**config.mk**
```make
export PLATFORM = sky130hd
export DESIGN_NAME = tdm_demux_flat
export DESIGN_NICKNAME = d
export VERILOG_FILES = /design/src/rtl/tdm_pkg.sv /design/src/rtl/tdm_demux_if.sv /design/src/rtl/tdm_slot_cnt.sv /design/src/rtl/tdm_demux.sv /design/src/flat_wrapper.sv
export SDC_FILE = /design/constraint.sdc
export NUM_CORES = 1
export LEC_CHECK = 0
export CORE_MARGIN = 2
export CORE_UTILIZATION = 30
export CTS_CLUSTER_DIAMETER = 50
export DETAILED_ROUTE_END_ITERATION = 6
export PLACE_DENSITY = 0.58
export SETUP_SLACK_MARGIN = 0.5
export SLEW_MARGIN = 20
export SYNTH_ARGS = -nofsm -noshare
export SYNTH_HDL_FRONTEND = slang
export SYNTH_HIERARCHICAL = 1
export SYNTH_SLANG_ARGS = --single-unit
```
**constraint.sdc**
```tcl
create_clock -name clk -period 2.1 [get_ports clk]
set_clock_uncertainty 0.2 [all_clocks]
set_input_delay 0.42 -clock clk [delete_from_list [all_inputs] [get_ports clk]]
set_output_delay 0.42 -clock clk [all_outputs]
set_load 0.005 [all_outputs]
```
**src/rtl/tdm_pkg.sv**
```systemverilog
// Shared TDM definitions: parameter defaults, FSM encoding, slot width.
// Used by both the TDM mux and demux stages.
package tdm_pkg;

  localparam int NCH_DEF = 4;
  localparam int W_DEF   = 8;

  typedef enum logic {
    ST_HUNT = 1'b0,
    ST_LOCK = 1'b1
  } tdm_state_e;

  localparam logic [0:0] HUNT = 1'b0;
  localparam logic [0:0] LOCK = 1'b1;

  function automatic int slot_w(input int n);
    return (n <= 2) ? 1 : $clog2(n);
  endfunction

endpackage

```
**src/rtl/tdm_demux_if.sv**
```systemverilog
// TDM sample stream in, published frame and status out.
// master drives the stream, slave is the demux.
interface tdm_demux_if
  import tdm_pkg::*;
#(
  parameter int NCH = NCH_DEF,
  parameter int W   = W_DEF,
  localparam int SW = slot_w(NCH)
);

  logic [W-1:0]     in_data;
  logic             in_valid;
  logic             in_sync;
  logic [NCH*W-1:0] out_data;
  logic             out_valid;
  logic [SW-1:0]    out_slot;
  logic             locked;
  logic             sync_err;

  modport master (
    output in_data,
    output in_valid,
    output in_sync,
    input  out_data,
    input  out_valid,
    input  out_slot,
    input  locked,
    input  sync_err
  );

  modport slave (
    input  in_data,
    input  in_valid,
    input  in_sync,
    output out_data,
    output out_valid,
    output out_slot,
    output locked,
    output sync_err
  );

endinterface

```
**src/rtl/tdm_slot_cnt.sv**
```systemverilog
// Modulo-NCH slot counter with enable, load-to-1 and wrap flag.
// NCH need not be a power of two; wrap is an explicit compare.
module tdm_slot_cnt
  import tdm_pkg::*;
#(
  parameter int NCH = NCH_DEF,
  localparam int SW = slot_w(NCH)
) (
  input  logic          clk,
  input  logic          rst,
  input  logic          en_i,
  input  logic          load1_i,
  output logic [SW-1:0] slot_o,
  output logic          wrap_o
);

  localparam logic [SW-1:0] LAST = SW'(NCH - 1);
  localparam logic [SW-1:0] ONE  = SW'(1);

  logic [SW-1:0] slot_q;
  logic [SW-1:0] slot_d;

  assign wrap_o = (slot_q == LAST);
  assign slot_o = slot_q;

  always_comb begin
    slot_d = slot_q;
    if (load1_i) begin
      slot_d = ONE;
    end else if (en_i) begin
      slot_d = wrap_o ? '0 : slot_q + ONE;
    end
  end

  always_ff @(posedge clk) begin
    if (rst) begin
      slot_q <= '0;
    end else begin
      slot_q <= slot_d;
    end
  end

endmodule

```
**src/rtl/tdm_demux.sv**
```systemverilog
// TDM receive stage: collects slot samples into a shadow buffer and
// publishes each completed frame atomically with a one-cycle strobe.
module tdm_demux
  import tdm_pkg::*;
#(
  parameter int NCH = NCH_DEF,
  parameter int W   = W_DEF,
  localparam int SW = slot_w(NCH)
) (
  input  logic        clk,
  input  logic        rst,
  tdm_demux_if.slave  bus
);

  logic [0:0] state_q;
  logic [0:0] state_d;

  logic [(NCH-1)*W-1:0] shad_q;
  logic [(NCH-1)*W-1:0] shad_d;

  logic [NCH*W-1:0] dout_q;
  logic [NCH*W-1:0] dout_d;

  logic ov_q;
  logic ov_d;
  logic err_q;
  logic err_d;

  logic [SW-1:0] slot;
  logic          wrap;
  logic          is_lock;
  logic          sync_in;
  logic          data_in;
  logic          accept;
  logic          publish;
  logic [SW-1:0] wr_idx;

  assign is_lock = (state_q == LOCK);
  assign sync_in = bus.in_valid & bus.in_sync;
  assign data_in = bus.in_valid & ~bus.in_sync & is_lock;
  assign accept  = sync_in | data_in;
  assign publish = data_in & wrap;
  assign wr_idx  = bus.in_sync ? '0 : slot;

  tdm_slot_cnt #(
    .NCH (NCH)
  ) u_slot (
    .clk     (clk),
    .rst     (rst),
    .en_i    (data_in),
    .load1_i (sync_in),
    .slot_o  (slot),
    .wrap_o  (wrap)
  );

  always_comb begin
    state_d = state_q;
    if (sync_in) begin
      state_d = LOCK;
    end
  end

  // The last slot is never stored; it goes straight into the publish.
  always_comb begin
    shad_d = shad_q;
    for (int k = 0; k < NCH - 1; k++) begin
      if (accept && wr_idx == SW'(k)) begin
        shad_d[k*W +: W] = bus.in_data;
      end
    end
  end

  always_comb begin
    dout_d = dout_q;
    ov_d   = publish;
    err_d  = sync_in & is_lock & (slot != '0);
    if (publish) begin
      dout_d = {bus.in_data, shad_q};
    end
  end

  always_ff @(posedge clk) begin
    if (rst) begin
      state_q <= HUNT;
      shad_q  <= '0;
      dout_q  <= '0;
      ov_q    <= 1'b0;
      err_q   <= 1'b0;
    end else begin
      state_q <= state_d;
      shad_q  <= shad_d;
      dout_q  <= dout_d;
      ov_q    <= ov_d;
      err_q   <= err_d;
    end
  end

  assign bus.out_data  = dout_q;
  assign bus.out_valid = ov_q;
  assign bus.out_slot  = slot;
  assign bus.locked    = is_lock;
  assign bus.sync_err  = err_q;

endmodule

```
**src/flat_wrapper.sv**
```systemverilog
// flat-port wrapper written by rule: the top's interface ports become plain ports
module tdm_demux_flat import tdm_pkg::*;
#(
  parameter int NCH = NCH_DEF,
  parameter int W   = W_DEF,
  localparam int SW = slot_w(NCH)
)
  (clk, rst, bus_in_data, bus_in_valid, bus_in_sync, bus_out_data, bus_out_valid, bus_out_slot, bus_locked, bus_sync_err);
  tdm_demux_if #(.NCH(NCH), .W(W)) bus_i ();
  input  logic clk;
  input  logic rst;
  input wire logic [$bits(bus_i.in_data)-1:0] bus_in_data;
  input wire logic [$bits(bus_i.in_valid)-1:0] bus_in_valid;
  input wire logic [$bits(bus_i.in_sync)-1:0] bus_in_sync;
  output wire logic [$bits(bus_i.out_data)-1:0] bus_out_data;
  output wire logic [$bits(bus_i.out_valid)-1:0] bus_out_valid;
  output wire logic [$bits(bus_i.out_slot)-1:0] bus_out_slot;
  output wire logic [$bits(bus_i.locked)-1:0] bus_locked;
  output wire logic [$bits(bus_i.sync_err)-1:0] bus_sync_err;
  assign bus_i.in_data = bus_in_data;
  assign bus_i.in_valid = bus_in_valid;
  assign bus_i.in_sync = bus_in_sync;
  assign bus_out_data = bus_i.out_data;
  assign bus_out_valid = bus_i.out_valid;
  assign bus_out_slot = bus_i.out_slot;
  assign bus_locked = bus_i.locked;
  assign bus_sync_err = bus_i.sync_err;
  tdm_demux #(.NCH(NCH), .W(W)) u_core (.clk(clk), .rst(rst), .bus(bus_i));
endmodule
```
==> out/results.tsv <==
metric	value	unit
synth.avg_cell_area	9.28	µm²
p_total	2.46	mW
start_util	30.4	%
min_period	1.57	ns
max-slew-margin-rel	69.0	%
yosys_warnings	6	
syn_to_final_growth	34.7	%
crit_arrival	0.95	ns
postPlaceCellArea	2900	µm²
grt_pass1_vias	1820	
clk_latency	0.32	ns
intPower	1.96	mW
synthDistinctLibCells	22	
clockRootBuffer	clkbuf_8	
final_area	3110	µm²
power_frac_seq	48.1	%
p_per_area	789	nW/µm²
dieHeight	91.8	µm
clock_sinks	61	
fmax	638	MHz
yosysTopAreaCellShare	52.8	%
dr.pass1.iters	6	
grt_overflow	0	
ys_seq_area_share	52.8	%
pre_cts_ws	-0.0107	ns
synth-edff-count	0	
wl	4.98	mm
cts_made_buffers	9	
ys_async_sr_fraction	0	%
port_buffers	48	
via_per_inst	4.31	
grt_util_all_layers	12.5	%
yosysTopAreaCell	dfxtp_1	
max_cap_viol_count	0	
cp.required	1.48	ns
cts_tree	built	
drtIter0Drc	101	
fp.dieW	91.8	µm
slew_viol_final	0	
combPwrFrac	4.6	%
io_pins	49	
syn_nets	262	
synthTopCellsByArea	dfxtp_1, mux2i_1, nand2_1, nand2b_1, a21oi_1	
antenna_cells	0	
post_drt_wl_per_cell	12.2	µm
hpwlAfterDp	3.40	mm
yosys_most_used_dff	dfxtp_1	
cpPeakStageDelay	0.36	ns
finalWorstSetupSlack	0.533	ns
dieArea	8420	µm²
drc	0	
htreeDepth	3	
start_kind	flop	
switching_share	20.3	%
critPathKind	flop to output pin	
fin_nets	316	
endpoint_kind	output pin	
mostFrequentLayoutCells	nand2_1, dfxtp_1, dlygate4sd2_1, nand2b_1, a21oi_1	
rows	32	
clk_pin_slew_worst_paths	0.06	ns
slowest_stage	dfxtp_4	
path_buf_inv	1	
synth_seq_cells	61	
antenna_found_initial	0	
peakVddDrop	0.538	mV
dp_cells	392	
setup_viol	0	
final_common_cell	nand2_1	
crit_chain	dlygate4sd2_1	
fp.coreArea	7610	µm²
grt_start_max_net_pins	31	
drive_gt1_share	12.3	%
clkPwrFrac	47.3	%
worst_pin_slew	0.465	ns
routabilityCongestion	0.734	
stdcell_count	410	
hp-class	flop to flop	
p_leak	1.36	nW
status	finished clean	
cts.path.max_buffers	2	
finalCritPeriodShare	74.6	%
worst_hold_slack	0.250	ns
rsz0062_at_grt	no	
via_count	1768	
ctsHoldBuffers	0	
fillerInstances	787	
switchingPower	497	µW
crit_fanout	7	
hold_viol	0	
grt_pass1_wl	8.40	mm
ant_nets	0	
cp_top_family	flip-flops	
syn-instance-count	249	
synthesis.area	2310	µm²
-- flip-flops by register name (all words and copies together) (netlist names) --
name and cells:
u_core/bus.out_data 32, u_core/shad_q 24, u_core/u_slot/slot_o 2, u_core/bus.locked 1, u_core/bus.out_valid 1, u_core/bus.sync_err 1
-- routing by layer --
layer	part of all wire, %	vias to the layer above	GRT usage [%]
li1	-	924	-
met1	52	789	17.6
met2	41	46	17.5
met3	4.9	9	3.94
met4	2.2	0	5.47
met5	0	-	0
-- what timing repair did --
action                                  4_1_cts  5_1_grt
gates cloned                                  0        0
resized for setup                            49        3
buffers inserted                              0        2
pin swaps                                     2        0
endpoints found under the setup margin       80        7
-- area by class of cell --
type	count	area, µm²	area share [%]
inverters	1	3.75	0.121
clock buffers	12	155	4.98
flip-flops and latches	61	1240	39.8
well taps	102	128	4.10
clock inverters	4	70.1	2.25
multi-input cells	171	1000	32.2
repair buffers	59	518	16.6
-- cell families (layout without fill, tap and decap cells) --
kind of cell,after synthesis,after routing,share of synthesized area [%]
and+or+nand+nor,111,111,23.8
DFF,61,61,52.8
AOI/OAI and AO/OA,34,34,8.12
muxes,25,25,10.8
buffers and inverters,17,76,3.90
adders and majority gates,1,1,0.541
-- cell usage after synthesis, types with 2 or more instances --
library cell / instances
nor2_1: 4
clkbuf_1: 10
buf_4: 5
mux2i_1: 25
nand3b_1: 2
dfxtp_1: 61
nand2_1: 64
a21oi_1: 32
nand2b_1: 33
-- metrics by stage --
step / util [%] / setup TNS (ns)
2_1_floorplan: - / 0
3_3_place_gp: 38.1 / 0
3_5_place_dp: 38.1 / -0.0153
4_1_cts: 40.6 / 0
5_1_grt: 40.9 / 0
6_report: 40.9 / 0
-- final timing paths --
check / start / to / slack (ns) / cells after the start
max: u_core/u_slot/slot_o[1]$_SDFFE_PP0P_ / bus_out_slot[1] / 0.53 / 1
min: u_core/bus.out_data[20]$_SDFFE_PP0P_ / u_core/bus.out_data[20]$_SDFFE_PP0P_ / 0.25 / 2
max reg2reg: u_core/u_slot/slot_o[0]$_SDFFE_PP0P_ / u_core/bus.out_data[1]$_SDFFE_PP0P_ / 0.59 / 5
min reg2reg: u_core/bus.out_data[20]$_SDFFE_PP0P_ / u_core/bus.out_data[20]$_SDFFE_PP0P_ / 0.25 / 2
-- tightest hold or removal path, stage by stage (launching register included) --
cell	delay (ns)
dfxtp_1	0.31
nand2_1	0.05
a21oi_1	0.05
-- power groups by stage --
stage          Combinational (mW)  Clock, mW  Sequential [mW]
3_5_place_dp                0.113          0             1.21
5_1_grt                     0.124       1.24             1.18
3_3_place_gp                0.112          0             1.21
4_1_cts                     0.111       1.20             1.18
6_report                    0.114       1.16             1.18
2_1_floorplan              0.0621          0             1.21
Note: power is estimated with default switching activity, not from simulation.
